<file path="config.mk">
export PLATFORM = sky130hd
export DESIGN_NAME = fifo_write_arbiter
export DESIGN_NICKNAME = d
export VERILOG_FILES = /design/src/rtl/fifo_write_arbiter.sv
export SDC_FILE = /design/constraint.sdc
export NUM_CORES = 1
export LEC_CHECK = 0
export CORE_ASPECT_RATIO = 1.1
export CORE_MARGIN = 2
export CORE_UTILIZATION = 40
export CTS_CLUSTER_DIAMETER = 120
export DETAILED_ROUTE_END_ITERATION = 12
export PLACE_DENSITY = 0.94
export RECOVER_POWER = 25
export SYNTH_ARGS = -nofsm -noshare
export SYNTH_HDL_FRONTEND = slang
export SYNTH_SLANG_ARGS = --single-unit
</file>
<file path="constraint.sdc">
create_clock -name write_clk -period 5 [get_ports write_clk]
set_input_delay 1.5 -clock write_clk [delete_from_list [all_inputs] [get_ports write_clk]]
set_output_delay 1.5 -clock write_clk [all_outputs]
set_load 0.02 [all_outputs]
</file>
<file path="src/rtl/fifo_write_arbiter.sv">
// Four-requester round-robin packet arbiter feeding an async FIFO write port.
// A granted requester owns the FIFO until its last beat or until MAX_BEATS beats have been written.
module fifo_write_arbiter #(
   parameter int DATA_WIDTH = 8,
   parameter int MAX_BEATS  = 16
) (
   input  logic                    write_clk,
   input  logic                    write_rst_n,
   input  logic [3:0]              i_req_valid,
   input  logic [4*DATA_WIDTH-1:0] i_req_data,
   input  logic [3:0]              i_req_last,
   output logic [3:0]              o_req_ready,
   input  logic                    i_fifo_full,
   output logic                    o_fifo_write_ena,
   output logic [DATA_WIDTH+1:0]   o_fifo_write_data,
   output logic [1:0]              o_grant_id,
   output logic                    o_busy,
   output logic                    o_err_overlen
);

   typedef enum logic {IDLE, GRANT} state_t;

   state_t                r_state, w_next_state;
   logic [1:0]            r_grant_id, r_last_grant;
   logic [7:0]            r_beat_cnt;
   logic                  r_err_overlen;
   logic                  w_found;
   logic [1:0]            w_winner;
   logic                  w_accept, w_cnt_max, w_end;
   logic [DATA_WIDTH-1:0] w_sel_data;

   // First valid requester after the previous winner, wrapping mod 4.
   always_comb begin
      w_found  = 1'b0;
      w_winner = r_last_grant;
      for (int k = 1; k <= 4; k++) begin
         if (!w_found && i_req_valid[2'(r_last_grant + 2'(k))]) begin
            w_found  = 1'b1;
            w_winner = 2'(r_last_grant + 2'(k));
         end
      end
   end

   assign w_sel_data = i_req_data[r_grant_id*DATA_WIDTH +: DATA_WIDTH];
   assign w_accept   = (r_state == GRANT) && i_req_valid[r_grant_id] && !i_fifo_full;
   assign w_cnt_max  = (r_beat_cnt == 8'(MAX_BEATS - 1));
   assign w_end      = w_accept && (i_req_last[r_grant_id] || w_cnt_max);

   always_comb begin
      w_next_state = r_state;
      case (r_state)
         IDLE:    if (w_found) w_next_state = GRANT;
         GRANT:   if (w_end)   w_next_state = IDLE;
         default: w_next_state = IDLE;
      endcase
   end

   always_ff @(posedge write_clk or negedge write_rst_n) begin
      if (!write_rst_n) begin
         r_state       <= IDLE;
         r_grant_id    <= 2'd0;
         r_last_grant  <= 2'd3;
         r_beat_cnt    <= 8'd0;
         r_err_overlen <= 1'b0;
      end else begin
         r_state <= w_next_state;
         if (r_state == IDLE && w_found) begin
            r_grant_id <= w_winner;
            r_beat_cnt <= 8'd0;
         end
         if (w_accept) r_beat_cnt <= r_beat_cnt + 8'd1;
         if (w_end) r_last_grant <= r_grant_id;
         // Forced release without a last marker is a protocol error that stays flagged.
         if (w_accept && w_cnt_max && !i_req_last[r_grant_id]) r_err_overlen <= 1'b1;
      end
   end

   always_comb begin
      o_req_ready = 4'b0000;
      if (r_state == GRANT) o_req_ready[r_grant_id] = !i_fifo_full;
   end

   assign o_fifo_write_ena  = w_accept;
   assign o_fifo_write_data = {r_grant_id, w_sel_data};
   assign o_grant_id        = r_grant_id;
   assign o_busy            = (r_state == GRANT);
   assign o_err_overlen     = r_err_overlen;

endmodule

</file>
==> results_dict.tcl <==
set metrics [dict create \
    status "complete, no violations" \
    setup_violations 0 \
    nets 197 \
    cts.sinks 14 \
    post-place-cells 179 \
    synth_area_um2 1042 \
    grt_max_degree 19 \
    slew_headroom_pct 49.43 \
    cp-start-kind "primary input" \
    gp_congestion 0.8805 \
    drc 0 \
    crit_top_cell "clkdlybuf4s50_1" \
    cpPeakStageDelay_ps 540 \
    cts_setup_buffers 0 \
    crit_path_max_fanout 13 \
    maxCapViolations 0 \
    cts-hold-fix-buffers 0 \
    rrSetupSlack_ps 2850 \
    hold_path_end "o_err_overlen$_DFFE_PN0P_" \
    cts_buffer_depth 2 \
    final_area_um2 1660 \
    dr.pass1.iters 4 \
    synth-xor-area-share_pct 0.8403 \
    fmaxAchievable_mhz 207.5 \
    cts_tree "built" \
    track_usage_pct 21.86 \
    r2r-start "o_grant_id[1]$_DFFE_PN0P_" \
    port_buffers 61 \
    drt_wl_total_mm 3.124 \
    layout-drive-gt1-share_pct 14.57 \
    dieHeight_um 57.54 \
    num_antenna_cells 0 \
    syn-mean-instance-area_um2 11.09 \
    yosysUniqueCellTypes 41 \
    crit_chain "clkdlybuf4s50_1, mux4_2, nand2_4, inv_4, clkdlybuf4s50_1" \
    dpl_cell_area_um2 1638 \
    hold_class "register to register" \
    grt_pass1_vias 1037 \
    syn_nets 138 \
    hold_violations 0 \
    htreeDepth 1 \
    post_drt_wl_per_cell_um 17.16 \
    tightest_slew_ps 758.5 \
    ant_nets 0 \
    viasPerCell 5.791 \
    start_util_pct 41.75 \
    ys_seq_area_share_pct 33.85 \
    fin_skew_ps 7.631 \
    synth-seq-cells 14 \
    coreArea_um2 2496 \
    antenna_found_initial 0 \
    dp_hpwl_mm 2.472 \
    yosys.area_share.simple_pct 16.57 \
    synth_edf_count 0 \
    whs_path_depth 1 \
    fin_util_pct 66.52 \
    area_growth_pct 59.30 \
    setup_tns_ps 0 \
    p_per_area_nw_per_um2 458.6 \
    r2r-end "r_beat_cnt[5]$_DFFE_PN0P_" \
    synth_area_leaders "dfrtp_1 29%, mux4_2 22%, dfstp_2 5.0%" \
    slowest_stage "mux4_2" \
    period_needed_ps 4820 \
    r2r_cells 5 \
    async_flop_share_pct 100.0 \
    rows 19 \
    grt_overflow 0 \
    drtIter0Drc 21 \
    yosys-top-cells-count "12 x dfrtp_1, 10 x mux4_2, 7 x nor2_1" \
    die_width_um 52.67 \
    cts_root_buffer "clkbuf_4" \
    fin_crit_sh_pct 96.40 \
    clock_latency_ps 280 \
    die-area_um2 3030 \
    cts-resized-gates 0 \
    cp.arrival_ps 3320 \
    rsz0062_at_grt "no" \
    vias 1054 \
    post-synth-top-count-cell "dfrtp_1" \
    min_from "o_err_overlen$_DFFE_PN0P_" \
    cts_buffers 3 \
    yosys.area.top_type "dfrtp_1" \
    synth_fa_ha_area_share_pct 1.200 \
    synthFlopType "dfrtp_1" \
    clk_pin_slew_ps 80 \
    power_leakage_nw 0.6870 \
    slew_viol_final 0 \
    instances_no_fill 182 \
    synth_cells 94 \
    fillers 181 \
    synth_compound_area_share_pct 13.45 \
    end_kind "primary output" \
    yosys.area.top_type_share_pct 28.81 \
    synth_top_family_by_area "multiplexers" \
    ys_warn_count 0 \
    criticalPathCategory "primary input to primary output" \
    ios 62 \
    max-vdd-ir-drop_mv 0.3253 \
    muxShareOfSynthArea_pct 27.25 \
    required_ps 3500 \
    grt_pass1_wl_mm 4.871 \
]
power breakdown:
part | switching (mW) | internal (mW)
sequential | 0.0789 | 0.147
clock | 0.0343 | 0.0280
combinational | 0.206 | 0.267
worst max-delay path by stage:
stage	start	endpoint	slack, ps	cells past startpoint
finish	i_req_valid[1]	o_fifo_write_ena	180	5
global route	i_req_valid[3]	o_fifo_write_ena	120	5
CTS	i_req_valid[1]	o_fifo_write_ena	180	5
detailed placement	i_req_valid[1]	o_fifo_write_ena	210	5
global placement	i_req_valid[3]	o_fifo_write_ena	230	5
floorplan	i_fifo_full	o_req_ready[0]	1290	1
metrics by stage:
step | hold slack, ps | power [mW] | setup WS (ps)
floorplan | 451.3 | 0.5265 | 1290
detailed placement | 479.0 | 0.7022 | 210.9
finish | 495.2 | 0.7614 | 179.8
CTS | 503.0 | 0.7687 | 184.4
global route | 529.9 | 0.8092 | 121.3
global placement | 467.5 | 0.6866 | 231.3
routing by layer:
| layer | vias to the layer above | wire length, µm | track usage, % |
|---|---|---|---|
| li1 | 481 | - | - |
| met1 | 512 | 1200 | 25.97 |
| met2 | 59 | 1526 | 36.25 |
| met3 | 2 | 379 | 7.592 |
| met4 | 0 | 17 | 7.692 |
| met5 | - | 0 | 0 |
worst max-delay path: cells and delay by family:
family        cells  cell delay [ps]
mux               1              540
simple gates      1              170
buf+inv           3             1100
logic make-up (layout without fill, tap and decap cells):
logic type,after synthesis,in the layout
AO/OA/AOI/OAI,20,20
XOR/XNOR,1,1
adder cells (fa/ha/maj),1,1
buffers and inverters,11,68
flip-flops,14,14
multiplexers,15,15
AND/OR/NAND/NOR,32,32
flip-flops by register name, summed over array words and instances (netlist names):
| signal | cells |
|---|---|
| r_last_grant | 2 |
| o_err_overlen | 1 |
| o_grant_id | 2 |
| o_busy | 1 |
| r_beat_cnt | 8 |
layout by cell type, fill, tap and decap left out, drive strengths merged, types with 2 or more instances in the layout:
| master | netlist | layout |
|---|---|---|
| inv | 4 | 4 |
| a21oi | 6 | 6 |
| nor3b | 2 | 2 |
| nor4 | 2 | 2 |
| mux2 | 4 | 4 |
| mux4 | 10 | 10 |
| dfrtp | 12 | 12 |
| dfstp | 2 | 2 |
| and3 | 4 | 4 |
| nor2 | 7 | 7 |
| clkdlybuf4s50 | 0 | 60 |
| nand3 | 5 | 5 |
| a211o | 2 | 2 |
| clkbuf | 1 | 3 |
| nand2 | 7 | 7 |
| o21ai | 2 | 2 |
area by class of cell:
| class | instances | area [µm²] | area share, % |
|---|---|---|---|
| Tap cell | 31 | 38.79 | 2.336 |
| Sequential cell | 14 | 352.8 | 21.25 |
| Timing Repair Buffer | 61 | 610.6 | 36.77 |
| Inverter | 4 | 17.52 | 1.055 |
| Clock buffer | 3 | 22.52 | 1.356 |
| Multi-Input combinational cell | 69 | 618.1 | 37.23 |
Power figures use the tool's default switching activity.
